[config.mk]
export PLATFORM = sky130hd
export DESIGN_NAME = uart_bus_arb
export DESIGN_NICKNAME = d
export VERILOG_FILES = /design/src/rtl/uart_bus_arb.sv
export SDC_FILE = /design/constraint.sdc
export NUM_CORES = 1
export LEC_CHECK = 0
export CAP_MARGIN = 0
export CORE_ASPECT_RATIO = 0.5
export CORE_MARGIN = 2
export CORE_UTILIZATION = 23
export DETAILED_ROUTE_END_ITERATION = 10
export PLACE_DENSITY = 0.74
export SYNTH_ARGS = -nofsm -noshare
export SYNTH_HDL_FRONTEND = slang
export SYNTH_SLANG_ARGS = --single-unit
[constraint.sdc]
create_clock -name clk -period 1.8 [get_ports clk]
set_clock_uncertainty 0.15 [all_clocks]
set_input_delay 0.45 -clock clk [delete_from_list [all_inputs] [get_ports clk]]
set_output_delay 0.45 -clock clk [all_outputs]
set_load 0.05 [all_outputs]
[src/rtl/uart_bus_arb.sv]
// uart_bus_arb: two-master arbiter in front of a single UART peripheral port.
// One transaction is outstanding at a time. An IDLE cycle picks the winner, ADDR
// forwards the request until the slave grants it, and RESP waits for the response
// or for a timeout.
//
// Ports:
//   clk, resetn             clock; synchronous active-low reset
//   mX_req/addr/we/be/wdata master request and payload (X = 0, 1)
//   mX_gnt, mX_rvalid       per-master grant (combinational) and response strobe
//   m_rdata, m_err          shared response data/error, qualified by mX_rvalid
//   s_req/addr/we/be/wdata  slave-side request; driven only in ADDR
//   s_gnt/rvalid/rdata/err  slave-side grant and response
//   busy                    a transaction is in flight (ADDR or RESP)
//   stray_rvalid            sticky flag: slave responded with nothing outstanding
module uart_bus_arb #(
    parameter int unsigned TIMEOUT    = 15,
    parameter bit          FIXED_PRIO = 1'b0
) (
    input  logic        clk,
    input  logic        resetn,

    input  logic        m0_req,
    input  logic [31:0] m0_addr,
    input  logic        m0_we,
    input  logic [3:0]  m0_be,
    input  logic [31:0] m0_wdata,
    output logic        m0_gnt,
    output logic        m0_rvalid,

    input  logic        m1_req,
    input  logic [31:0] m1_addr,
    input  logic        m1_we,
    input  logic [3:0]  m1_be,
    input  logic [31:0] m1_wdata,
    output logic        m1_gnt,
    output logic        m1_rvalid,

    output logic [31:0] m_rdata,
    output logic        m_err,

    output logic        s_req,
    output logic [31:0] s_addr,
    output logic        s_we,
    output logic [3:0]  s_be,
    output logic [31:0] s_wdata,
    input  logic        s_gnt,
    input  logic        s_rvalid,
    input  logic [31:0] s_rdata,
    input  logic        s_err,

    output logic        busy,
    output logic        stray_rvalid
);

    localparam int unsigned CNT_W = 8;
    localparam logic [CNT_W-1:0] TIMEOUT_CNT = CNT_W'(TIMEOUT);

    typedef enum logic [1:0] {
        IDLE = 2'd0,
        ADDR = 2'd1,
        RESP = 2'd2
    } state_t;

    state_t           state, state_nxt;
    logic             winner, winner_nxt;         // 0 = m0, 1 = m1
    logic             last_grant, last_grant_nxt;
    logic [CNT_W-1:0] count, count_nxt;
    logic             stray_nxt;
    // A transaction dropped by reset may still be answered by the slave; that one
    // late response must not be flagged as stray.
    logic             drop_pending, drop_pending_nxt;
    logic             pick;

    // Arbitration: single requester wins; ties go to m0 (fixed) or away from last_grant.
    always_comb begin
        pick = 1'b0;
        if (m0_req && m1_req) begin
            pick = FIXED_PRIO ? 1'b0 : ~last_grant;
        end else begin
            pick = m1_req;
        end
    end

    // State register.
    always_ff @(posedge clk) begin
        if (!resetn) begin
            state        <= IDLE;
            winner       <= 1'b0;
            last_grant   <= 1'b1;
            count        <= '0;
            stray_rvalid <= 1'b0;
            drop_pending <= (state != IDLE);
        end else begin
            state        <= state_nxt;
            winner       <= winner_nxt;
            last_grant   <= last_grant_nxt;
            count        <= count_nxt;
            stray_rvalid <= stray_nxt;
            drop_pending <= drop_pending_nxt;
        end
    end

    // Next state and combinational outputs.
    always_comb begin
        state_nxt        = state;
        winner_nxt       = winner;
        last_grant_nxt   = last_grant;
        count_nxt        = count;
        stray_nxt        = stray_rvalid;
        drop_pending_nxt = drop_pending;

        busy      = 1'b0;
        m0_gnt    = 1'b0;
        m1_gnt    = 1'b0;
        m0_rvalid = 1'b0;
        m1_rvalid = 1'b0;
        m_rdata   = '0;
        m_err     = 1'b0;
        s_req     = 1'b0;
        s_addr    = '0;
        s_we      = 1'b0;
        s_be      = '0;
        s_wdata   = '0;

        // Responses outside RESP never reach the masters.
        if (s_rvalid && (state != RESP)) begin
            if (drop_pending) begin
                drop_pending_nxt = 1'b0;
            end else begin
                stray_nxt = 1'b1;
            end
        end

        case (state)
            IDLE: begin
                if (m0_req || m1_req) begin
                    winner_nxt = pick;
                    state_nxt  = ADDR;
                end
            end

            ADDR: begin
                busy    = 1'b1;
                s_req   = 1'b1;
                s_addr  = winner ? m1_addr  : m0_addr;
                s_we    = winner ? m1_we    : m0_we;
                s_be    = winner ? m1_be    : m0_be;
                s_wdata = winner ? m1_wdata : m0_wdata;
                if (s_gnt) begin
                    m0_gnt           = ~winner;
                    m1_gnt           = winner;
                    count_nxt        = '0;
                    drop_pending_nxt = 1'b0;
                    state_nxt        = RESP;
                end
            end

            RESP: begin
                busy = 1'b1;
                // A real response takes precedence over a coincident timeout.
                if (s_rvalid || (count == TIMEOUT_CNT)) begin
                    m0_rvalid      = ~winner;
                    m1_rvalid      = winner;
                    m_rdata        = s_rvalid ? s_rdata : 32'h0;
                    m_err          = s_rvalid ? s_err : 1'b1;
                    last_grant_nxt = winner;
                    count_nxt      = '0;
                    state_nxt      = IDLE;
                end else begin
                    count_nxt = count + CNT_W'(1);
                end
            end

            default: begin
                state_nxt = IDLE;
            end
        endcase
    end

endmodule
==> flow_summary.ini, run 1 <==
[clock_tree]
clockBufferDepth = 2
cts_inserted_buffers = 3
htree_levels = 1
numClockSinks = 14
cts_root_buffer = clkbuf_16

[global_route]
antenna_found_initial = 1
grt_use_total_pct = 70.4
grt_max_degree = 32
grt-ovfl-total = 94

[outcome]
error = [ERROR GRT-0232] Routing congestion too high. Check the congestion heatmap in the GUI.
stop_stage = global routing
outcome = did not finish

[synthesis]
synth.largest_area_cell = mux2i_1
ys_ff_latch = 14
synth.most_common_cell = nor2b_1
synthCells = 280
synth_fp_nets = 462
syn_avg_cell_area_um2 = 7.83
yosys_warnings = 0
async_reset_ff_share_pct = 0
synth_top_area_share_pct = 32.4
yosys-top-cells-count = nor2b_1, mux2i_1, and3_1
syn_area_um2 = 2190
yosysSeqAreaShare_pct = 12.8
ys_types = 30
synthFlopType = dfxtp_1
synth_edf_count = 0
synth.area.top_cells = mux2i_1, nor2b_1, dfxtp_1, and3_1, ha_1

[die]
rows = 25
die_h_um = 73.1
die_w_um = 142
io_pins = 286
initial_core_util_pct = 23.5

[placement]
dp_worst_setup_slack_ns = -0.406
globalplace.congestion = 0.755
dp_hpwl_mm = 10.4
port-buffer-count = 285

[timing]
worst_endpoint = m0_rvalid
worst-ep-kind = primary output
[per-stage QoR]
| step | instances | area [um^2] | setup TNS [ns] | utilization (%) |
|---|---|---|---|---|
| floorplan | 280 | 3000 | -8.86 | - |
| global placement | 689 | 7240 | -23.06 | 77.5 |
| detailed placement | 689 | 7240 | -25.15 | 77.5 |
| CTS | 736 | 8560 | -27.93 | 91.6 |
[cell families after synthesis]
logic type / Yosys count / synth area share [%]
muxes: 72 / 33.4
buffers and inverters: 28 / 5.59
xor gates and xnor gates: 6 / 2.40
DFF: 14 / 12.8
adders and majority gates: 5 / 2.85
and+or+nand+nor: 144 / 39.2
AOI/OAI and AO/OA: 11 / 3.71
[layer usage]
layer / global-route usage (%) / GRT overflow
met5: 0.957 / 0
met2: 93.9 / 48
met4: 80.2 / 46
met3: 47.0 / 0
met1: 69.5 / 0
[timing repair]
action / in CTS
buffers inserted: 28
pin swaps: 9
cloned: 16
gates resized for setup: 123
hold buffers: 0
endpoints found under the setup margin: 117
==> inputs of run 2 (changes only) <==
CORE_AREA = 2 2 110 112   (was unset)
CORE_ASPECT_RATIO = unset   (was 0.5)
CORE_MARGIN = unset   (was 2)
CORE_UTILIZATION = unset   (was 23)
DIE_AREA = 0 0 112 114   (was unset)
PLACE_DENSITY = unset   (was 0.74)
PLACE_DENSITY_LB_ADDON = 0.15   (was unset)
clock period = 2.34 ns   (was 1.8 ns; I/O delays follow)
==> flow_summary.ini, run 2 <==
[route]
drc = 0
drtIter0Drc = 64
wl_per_cell_um = 16.9
vias_per_cell = 4.37
num_vias = 3091
ant_nets = 0
wirelength_mm = 12.0
firstDrtPassIters = 3

[placement]
port-buffer-count = 285
dp_hpwl_mm = 10.3
dp_worst_setup_slack_ns = -0.220
place_area_um2 = 6600
placed_cells = 701
globalplace.congestion = 0.765

[cells_and_area]
top_regs = count: 8 flops, state: 2 flops
num-fill-cells = 1012
multiInputGateArea_um2 = 2110
final_cell_mix = clkdlybuf4s50_1, buf_12, mux2i_1, nor2b_2, and3_1
ff_latch_area_um2 = 289
diodes = 0
largest_reg_flops = 8
largest-register = count
mostFrequentLayoutCell = clkdlybuf4s50_1
layout-drive-gt1-share_pct = 39.2
synthToLayoutAreaGrowth_pct = 210
fin_nets = 744
final_cell_count_no_fill = 708
final_area_um2 = 6810

[power_and_ir_drop]
swShare_pct = 46.9
power_frac_seq_pct = 5.8
power_mw = 5.67
comb_power_share_pct = 88.3
leakage_nw = 2.63
ir_drop_mv = 0.574
cellPowerDensity_nw_per_um2 = 833
power.internal_mw = 3.01
p_sw_mw = 2.66
p_clk_share_pct = 5.8

[worst_hold_path]
hold-path-cell-count = 1
hold_path_class = reg -> reg

[global_route]
grt-ovfl-total = 0
grt_max_degree = 36
grt_use_total_pct = 17.5
antenna_found_initial = 0
grt_first_pass_wirelength_mm = 17.6
grt_pass1_vias = 3112

[clock_tree]
numClockSinks = 14
cts_tree = built
clk_latency_ns = 0.25
htree_levels = 1
cts_inserted_buffers = 3
clkTransAtPathRegs_ns = 0.04
cts_root_buffer = clkbuf_16
clockBufferDepth = 2
ctsHoldBuffers = 0

[critical_path]
cp_num_cells = 5
critPathLaunchType = input pin
cp_data_required_time_ns = 1.60
cp_max_fo = 1
worst-path-buf-inv = 3
cp.arrival_ns = 1.58
cp_slowest_stage_delay_ns = 0.39
crit_chain = clkdlybuf4s50_1, mux2i_1, buf_4, nor2b_4, buf_12
cpLargestDelayFamily = buffers and inverters
crit_slowest_cell = clkdlybuf4s50_1
cp-end-kind = primary output
reg2reg_depth = 7
criticalPathCategory = in -> out

[synthesis]
synth_edf_count = 0
synth_top_family_by_area = simple AND/OR/NAND/NOR gates
syn_area_um2 = 2190
synth_fp_nets = 462
synthMuxAreaShare_pct = 33.4
yosys-top-cells-count = nor2b_1, mux2i_1, and3_1
async_reset_ff_share_pct = 0
syn_avg_cell_area_um2 = 7.83
synth.largest_area_cell = mux2i_1
yosysSeqAreaShare_pct = 12.8
synth_compound_area_share_pct = 3.71
synth_top_area_share_pct = 32.4
yosys.area_share.xor_xnor_pct = 2.40
ys_ff_latch = 14
synthCells = 280
synth_fa_ha_area_share_pct = 2.85
ys_types = 30
synthFlopType = dfxtp_1
synth.most_common_cell = nor2b_1
synthSimpleGateAreaFrac_pct = 39.2
yosys_warnings = 0
synth.area.top_cells = mux2i_1, nor2b_1, dfxtp_1, and3_1, ha_1

[run]
cap_violations = 0

[die]
die_w_um = 112
dieArea_um2 = 12800
io_pins = 286
die_h_um = 114
rows = 40
initial_core_util_pct = 18.7
core_area_um2 = 11700

[timing]
fmaxAchievable_ghz = 0.432
final-hold-violation-count = 0
setup_violations = 0
tightest_slew_ns = 0.463
tns_ns = 0
slew_violations = 0
worst_slack_ns = 0.0257
rsz0062_at_grt = true
min_period_ns = 2.31
fin_crit_sh_pct = 98.9
maxSlewHeadroom_pct = 69.0

[outcome]
outcome = completed
run 2: cell families after synthesis:
| group | Yosys count |
|---|---|
| multiplexers | 72 |
| AO/OA/AOI/OAI | 11 |
| XOR/XNOR | 6 |
| adder cells (fa/ha/maj) | 5 |
| flip-flops | 14 |
| AND/OR/NAND/NOR | 144 |
| buffers and inverters | 28 |
run 2: path summary, 6_finish.rpt:
kind	startpoint	to	slack, ns
worst max-delay path	m1_wdata[4]	s_wdata[4]	0.03
worst min-delay path	stray_rvalid	stray_rvalid	0.33
worst max register to register	state[1]	count[7]	0.48
worst min register to register	stray_rvalid	stray_rvalid	0.33
run 2: repair_timing:
action | CTS | global route
setup buffers | 1 | 2
resized for setup | 18 | 9
pin swaps | 1 | 2
hold endpoints to repair | 0 | 0
endpoints found under the setup margin | 38 | 97
run 2: worst register-to-register path, stage by stage, from the launching register on:
cell and delay [ns]:
dfxtp_1 0.37, inv_1 0.12, ha_4 0.22, buf_12 0.14
mux2i_4 0.23, nor4_4 0.31, xnor2_1 0.17, nor2_2 0.04
run 2: metal layers:
metal  GRT usage [%]  wire [um]  vias up  share of wire, %
li1                -          -     1517                 -
met1            18.5       4270     1392                36
met2            34.1       6410      173                54
met3            5.15       1140        9               9.5
met4            3.82        149        0               1.2
met5               0          0        -                 0
run 2: power by group through the flow:
stage,Clock (mW),Combinational (mW),Sequential [mW]
final,0.330,5.01,0.330
after global routing,0.352,5.21,0.338
after floorplan,0,2.56,0.323
after detailed placement,0,4.95,0.342
after global placement,0,4.92,0.337
after CTS,0.338,5.02,0.328
run 2: final cells by class:
| type | instances | share of cell area, % |
|---|---|---|
| Sequential cell | 14 | 4.25 |
| Inverter | 5 | 0.276 |
| Multi-Input combinational cell | 238 | 31.0 |
| Clock buffer | 4 | 1.16 |
| Timing Repair Buffer | 300 | 60.6 |
| Tap cell | 147 | 2.70 |
run 2: through the flow:
stage	hold WS (ns)	utilization, %
final	0.331	58.1
after global placement	0.300	56.3
after global routing	0.361	58.1
after floorplan	0.301	-
after detailed placement	0.318	56.3
after CTS	0.337	57.6
No activity file was read; power rests on OpenSTA's default activity.
